[src/rtl/return_stack_if.sv]
// Return-stack request/status bundle: push/pop/flush/error-clear requests
// towards the stack and the registered top, count and flag outputs back.
interface return_stack_if #(
    parameter int DATA_WIDTH = 16,
    parameter int DEPTH      = 8
);
    logic                       push_i;
    logic                       pop_i;
    logic                       flush_i;
    logic                       err_clr_i;
    logic [DATA_WIDTH-1:0]      data_i;
    logic [DATA_WIDTH-1:0]      top_o;
    logic [$clog2(DEPTH):0]     count_o;
    logic                       empty_o;
    logic                       full_o;
    logic                       ovf_o;
    logic                       unf_o;

    modport master (
        output push_i, pop_i, flush_i, err_clr_i, data_i,
        input  top_o, count_o, empty_o, full_o, ovf_o, unf_o
    );

    modport slave (
        input  push_i, pop_i, flush_i, err_clr_i, data_i,
        output top_o, count_o, empty_o, full_o, ovf_o, unf_o
    );
endinterface

[src/rtl/return_stack.sv]
// Hardware return-address stack: circular buffer addressed by base pointer + count.
// Define RSTACK_WRAP_EN to let a push on a full stack overwrite the oldest entry.
module return_stack #(
    parameter int DATA_WIDTH = 16,
    parameter int DEPTH      = 8
) (
    input  logic          clk_i,
    input  logic          reset_ni,
    return_stack_if.slave bus
);
    localparam int PTR_W = $clog2(DEPTH);
    localparam int CNT_W = PTR_W + 1;

    typedef logic [PTR_W-1:0] ptr_t;
    typedef logic [CNT_W-1:0] cnt_t;

    if (DEPTH < 2 || DEPTH > 256 || (DEPTH & (DEPTH - 1)) != 0) begin : g_bad_depth
        $error("return_stack: DEPTH must be a power of two between 2 and 256");
    end

    logic [DATA_WIDTH-1:0] mem [DEPTH];
    logic [DATA_WIDTH-1:0] top_q, top_d;
    cnt_t                  count_q, count_d;
    ptr_t                  base_q, base_d;
    logic                  ovf_q, unf_q;
    logic                  ovf_evt, unf_evt;
    logic                  mem_we;
    ptr_t                  mem_widx;
    ptr_t                  wr_idx, top_idx, below_idx;
    logic                  empty, full;

    assign empty = (count_q == '0);
    assign full  = (count_q == cnt_t'(DEPTH));

    // At count==DEPTH the truncated count is 0, so wr_idx lands on the oldest entry.
    assign wr_idx    = base_q + ptr_t'(count_q);
    assign top_idx   = wr_idx - ptr_t'(1);
    assign below_idx = wr_idx - ptr_t'(2);

    // NOTE: every signal assigned here gets a default first, so no latch is inferred.
    always_comb begin
        count_d  = count_q;
        top_d    = top_q;
        base_d   = base_q;
        mem_we   = 1'b0;
        mem_widx = wr_idx;
        ovf_evt  = 1'b0;
        unf_evt  = 1'b0;
        if (bus.flush_i) begin
            count_d = '0;
            top_d   = '0;
        end else if (bus.push_i && (!bus.pop_i || empty)) begin
            if (!full) begin
                mem_we  = 1'b1;
                count_d = count_q + cnt_t'(1);
                top_d   = bus.data_i;
            end else begin
                ovf_evt = 1'b1;
`ifdef RSTACK_WRAP_EN
                mem_we  = 1'b1;
                base_d  = base_q + ptr_t'(1);
                top_d   = bus.data_i;
`endif
            end
        end else if (bus.push_i && bus.pop_i) begin
            mem_we   = 1'b1;
            mem_widx = top_idx;
            top_d    = bus.data_i;
        end else if (bus.pop_i) begin
            if (empty) begin
                unf_evt = 1'b1;
            end else begin
                count_d = count_q - cnt_t'(1);
                top_d   = (count_q == cnt_t'(1)) ? '0 : mem[below_idx];
            end
        end
    end

    // NOTE: non-blocking assignments for all state so every register samples pre-edge values.
    always_ff @(posedge clk_i or negedge reset_ni) begin
        if (!reset_ni) begin
            count_q <= '0;
            top_q   <= '0;
            base_q  <= '0;
            ovf_q   <= 1'b0;
            unf_q   <= 1'b0;
        end else begin
            count_q <= count_d;
            top_q   <= top_d;
            base_q  <= base_d;
            ovf_q   <= (ovf_q && !bus.err_clr_i) || ovf_evt;
            unf_q   <= (unf_q && !bus.err_clr_i) || unf_evt;
        end
    end

    // NOTE: the storage array is deliberately not reset; count_q alone defines validity.
    always_ff @(posedge clk_i) begin
        if (mem_we) begin
            mem[mem_widx] <= bus.data_i;
        end
    end

    assign bus.top_o   = top_q;
    assign bus.count_o = count_q;
    assign bus.empty_o = empty;
    assign bus.full_o  = full;
    assign bus.ovf_o   = ovf_q;
    assign bus.unf_o   = unf_q;
endmodule
[src/flat_wrapper.sv]
// flat-port wrapper written by rule: the top's interface ports become plain ports
module return_stack_flat 
#(
    parameter int DATA_WIDTH = 16,
    parameter int DEPTH      = 8
)
  (clk_i, reset_ni, bus_push_i, bus_pop_i, bus_flush_i, bus_err_clr_i, bus_data_i, bus_top_o, bus_count_o, bus_empty_o, bus_full_o, bus_ovf_o, bus_unf_o);
  return_stack_if #(.DATA_WIDTH(DATA_WIDTH), .DEPTH(DEPTH)) bus_i ();
  input  logic clk_i;
  input  logic reset_ni;
  input wire logic [$bits(bus_i.push_i)-1:0] bus_push_i;
  input wire logic [$bits(bus_i.pop_i)-1:0] bus_pop_i;
  input wire logic [$bits(bus_i.flush_i)-1:0] bus_flush_i;
  input wire logic [$bits(bus_i.err_clr_i)-1:0] bus_err_clr_i;
  input wire logic [$bits(bus_i.data_i)-1:0] bus_data_i;
  output wire logic [$bits(bus_i.top_o)-1:0] bus_top_o;
  output wire logic [$bits(bus_i.count_o)-1:0] bus_count_o;
  output wire logic [$bits(bus_i.empty_o)-1:0] bus_empty_o;
  output wire logic [$bits(bus_i.full_o)-1:0] bus_full_o;
  output wire logic [$bits(bus_i.ovf_o)-1:0] bus_ovf_o;
  output wire logic [$bits(bus_i.unf_o)-1:0] bus_unf_o;
  assign bus_i.push_i = bus_push_i;
  assign bus_i.pop_i = bus_pop_i;
  assign bus_i.flush_i = bus_flush_i;
  assign bus_i.err_clr_i = bus_err_clr_i;
  assign bus_i.data_i = bus_data_i;
  assign bus_top_o = bus_i.top_o;
  assign bus_count_o = bus_i.count_o;
  assign bus_empty_o = bus_i.empty_o;
  assign bus_full_o = bus_i.full_o;
  assign bus_ovf_o = bus_i.ovf_o;
  assign bus_unf_o = bus_i.unf_o;
  return_stack #(.DATA_WIDTH(DATA_WIDTH), .DEPTH(DEPTH)) u_core (.clk_i(clk_i), .reset_ni(reset_ni), .bus(bus_i));
endmodule
[config.mk]
export PLATFORM = sky130hd
export DESIGN_NAME = return_stack_flat
export DESIGN_NICKNAME = d
export VERILOG_FILES = /design/src/rtl/return_stack_if.sv /design/src/rtl/return_stack.sv /design/src/flat_wrapper.sv
export SDC_FILE = /design/constraint.sdc
export NUM_CORES = 1
export LEC_CHECK = 0
export BUFFER_PORTS_ARGS = -buffer_cell sky130_fd_sc_hd__buf_2
export CAP_MARGIN = 15
export CORE_MARGIN = 4
export CORE_UTILIZATION = 50
export DETAILED_ROUTE_END_ITERATION = 10
export PLACE_DENSITY = 0.68
export SLEW_MARGIN = 30
export SYNTH_ARGS = -nofsm -noshare
export SYNTH_HDL_FRONTEND = slang
export SYNTH_SLANG_ARGS = --single-unit
[constraint.sdc]
create_clock -name clk_i -period 4.6 [get_ports clk_i]
set_clock_uncertainty 0.2 [all_clocks]
set_input_delay 0.92 -clock clk_i [delete_from_list [all_inputs] [get_ports clk_i]]
set_output_delay 0.92 -clock clk_i [all_outputs]
set_load 0.05 [all_outputs]
==> impl_metrics.csv <==
group,metric,value,unit
synth,synth_area_leader_cell,"edfxtp_1",
drt,ant_nets,0,
setup_path,end_kind,"primary output",
synth,ys_types,51,
place,hpwlAfterDp,8.609,mm
cells_and_area,final_common_cell,"edfxtp_1",
synth,ys_async_sr_fraction,14.67,%
hold_path,hold_class,"in -> async",
synth,synth_area,0.006331,mm2
setup_path,path_max_fanout,9,
sta,fin_crit_sh,70.62,%
cells_and_area,finish.utilization,60.38,%
global_route,first_global_vias,3707,
global_route,grt-ovfl-total,0,
global_route,grt_util_all_layers,20.55,%
clock_tree,hold_buffers,0,
drt,drt_iter0_markers,322,
global_route,grt_first_pass_wirelength,21.80,mm
global_route,grt_max_degree,37,
power,p_leak,2.524,nW
floorplan,row_count,40,
floorplan,dieHeight,120.5,um
sta,setup_viol,0,
floorplan,dieArea,0.01453,mm2
cells_and_area,final_area,0.007373,mm2
sta,grt_setup_unrepaired,"no",
power,power_density,569.6,mW/mm2
place,placed_area,0.006761,mm2
clock_tree,clk_latency,0.42,ns
place,routabilityCongestion,0.8642,
clock_tree,cts_resized,0,
setup_path,crit_type,"reg -> out",
setup_path,r2r_slack,1.84,ns
run,maxCapViolCount,0,
drt,vias,3492,
clock_tree,cts_tree,"built",
sta,tightest_slew,0.7689,ns
clock_tree,clockBufferDepth,2,
sta,drv_slew,0,
clock_tree,clkTransAtPathRegs,0.06,ns
cells_and_area,drive_above_1_share,35.90,%
synth,ys_seq_area_share,69.41,%
clock_tree,cts_root_buf,"clkbuf_16",
setup_path,required,3.48,ns
setup_path,arrival,2.13,ns
drt,routed_wl,13.65,mm
outcome,status,"completed",
sta,relSlewSlack,48.30,%
synth,synth-edff-count,128,
place,placement.io_buffers,45,
synth,synth.net_count,377,
sta,whs,0.3070,ns
cells_and_area,nNetsFinal,430,
setup_path,cp_top_family,"flip-flops",
drt,post_drt_wl_per_cell,23.41,um
floorplan,die_w,120.5,um
sta,layout_min_cycle_time,3.249,ns
clock_tree,numCtsBuffers,17,
synth,yosys-top-cells-area,"edfxtp_1, mux4_2, dfrtp_1",
cells_and_area,layout_common_cells,"edfxtp_1, buf_2, mux4_2, dfrtp_1, clkbuf_16",
setup_path,crit_buf_inv,3,
clock_tree,cts.sinks,150,
synth,syn_area_per_cell,18.14,um2
sta,hold_viol_final,0,
clock_tree,cts_setup_buffers,0,
sta,max_freq,307.8,MHz
floorplan,io_pins,46,
drt,drt_first_pass_iters,4,
setup_path,slowest_delay,0.46,ns
sta,finalSetupTns,0,ns
synth,yosysTopAreaCellShare,60.71,%
synth,synth_cells,349,
setup_path,start_kind,"flop",
floorplan,core_area,0.01221,mm2
cells_and_area,num_antenna_cells,0,
power,vdd_drop_max,0.2498,mV
cells_and_area,n_fill_cell,920,
global_route,antenna_found_initial,0,
drt,drc,0,
drt,via_per_inst,5.990,
synth,synth-main-ff-cell,"edfxtp_1",
clock_tree,cts-htree-levels,4,
cells_and_area,area_delta_synth_final,16.46,%
floorplan,start_util,51.84,%
synth,yosysWarnings,0,
synth,ys_seq_elements,150,
setup_path,critPathSlowestCell,"dfrtp_2",
setup_path,worstPathCellList,"inv_2 > ha_1 > or3b_4 > clkinv_4 > buf_2",
==> Yosys cell counts, types with 3 or more instances <==
library cell	count
edfxtp_1	128
mux4_2	32
dfrtp_1	22
o21ai_0	16
a21oi_1	15
and4_1	14
nor3_1	14
a221oi_2	13
buf_2	9
ha_1	6
inv_1	6
o21ai_1	6
clkbuf_1	5
a211oi_1	4
buf_6	4
buf_4	3
inv_2	3
nand2_1	3
nand2b_1	3
nor2_1	3
==> cell families (layout without fill, tap and decap cells) <==
family | after synthesis | after routing | synth area share, %
flops | 150 | 150 | 69.41
compound gates | 72 | 72 | 8.755
simple gates | 52 | 52 | 5.712
mux | 35 | 35 | 11.88
buf+inv | 33 | 99 | 2.925
fa+ha+maj | 6 | 6 | 1.186
xor+xnor | 1 | 1 | 0.1384
==> metrics by stage <==
step | std cells | total power, mW | setup WS, ns
2_1_floorplan | 349 | 2.545 | 0.3988
3_3_place_gp | 550 | 2.805 | 1.440
3_5_place_dp | 550 | 2.826 | 1.366
4_1_cts | 582 | 4.223 | 1.321
5_1_grt | 583 | 4.393 | 1.232
6_report | 583 | 4.200 | 1.351
==> worst reg2reg max path, stage by stage, from the launching register on <==
cell	delay (ns)
dfrtp_2	0.46
inv_2	0.10
ha_1	0.33
or3b_4	0.46
clkinv_4	0.10
o21ai_1	0.09
o31a_1	0.21
nor3_2	0.18
buf_4	0.29
==> routing by layer <==
metal | wire [um] | vias to the layer above | global-route usage, % | share of wire [%]
li1 | - | 1556 | - | -
met1 | 5520 | 1797 | 26.80 | 40
met2 | 6907 | 113 | 32.90 | 51
met3 | 835 | 26 | 5.239 | 6.1
met4 | 387 | 0 | 8.924 | 2.8
met5 | 0 | - | 0 | 0
==> sequential cells by signal, indices dropped and copies added, names as in the netlist <==
| name | flops |
|---|---|
| u_core.mem | 128 |
| u_core.bus.unf_o | 1 |
| u_core.bus.count_o | 4 |
| u_core.bus.ovf_o | 1 |
| u_core.bus.top_o | 16 |
==> power breakdown <==
group,leakage [nW],switching (mW),internal [mW]
sequential,1.44,0.0516,1.59
combinational,0.788,0.751,0.406
clock,0.292,0.500,0.897
==> path summary, 6_finish.rpt <==
| check | startpoint | to | cells past startpoint |
|---|---|---|---|
| worst max-delay path | u_core.bus.count_o[0] | bus_empty_o | 5 |
| worst min-delay path | reset_ni | u_core.bus.count_o[1] | 1 |
| worst max register to register | u_core.bus.count_o[0] | u_core.mem[3][15] | 8 |
| worst min register to register | u_core.bus.unf_o | u_core.bus.unf_o | 2 |
| max in group asynchronous | reset_ni | u_core.bus.count_o[0] | 1 |
| min in group clk_i | u_core.bus.unf_o | u_core.bus.unf_o | 2 |
==> final cells by class <==
cell class / count / area (um2) / area share [%]
Clock buffer: 20 / 436.7 / 5.922
Clock inverter: 12 / 160.2 / 2.172
Inverter: 10 / 42.54 / 0.5770
Multi-Input combinational cell: 166 / 1805 / 24.49
Sequential cell: 150 / 4395 / 59.61
Tap cell: 168 / 210.2 / 2.851
Timing Repair Buffer: 57 / 322.8 / 4.378
Power figures use the tool's default switching activity.
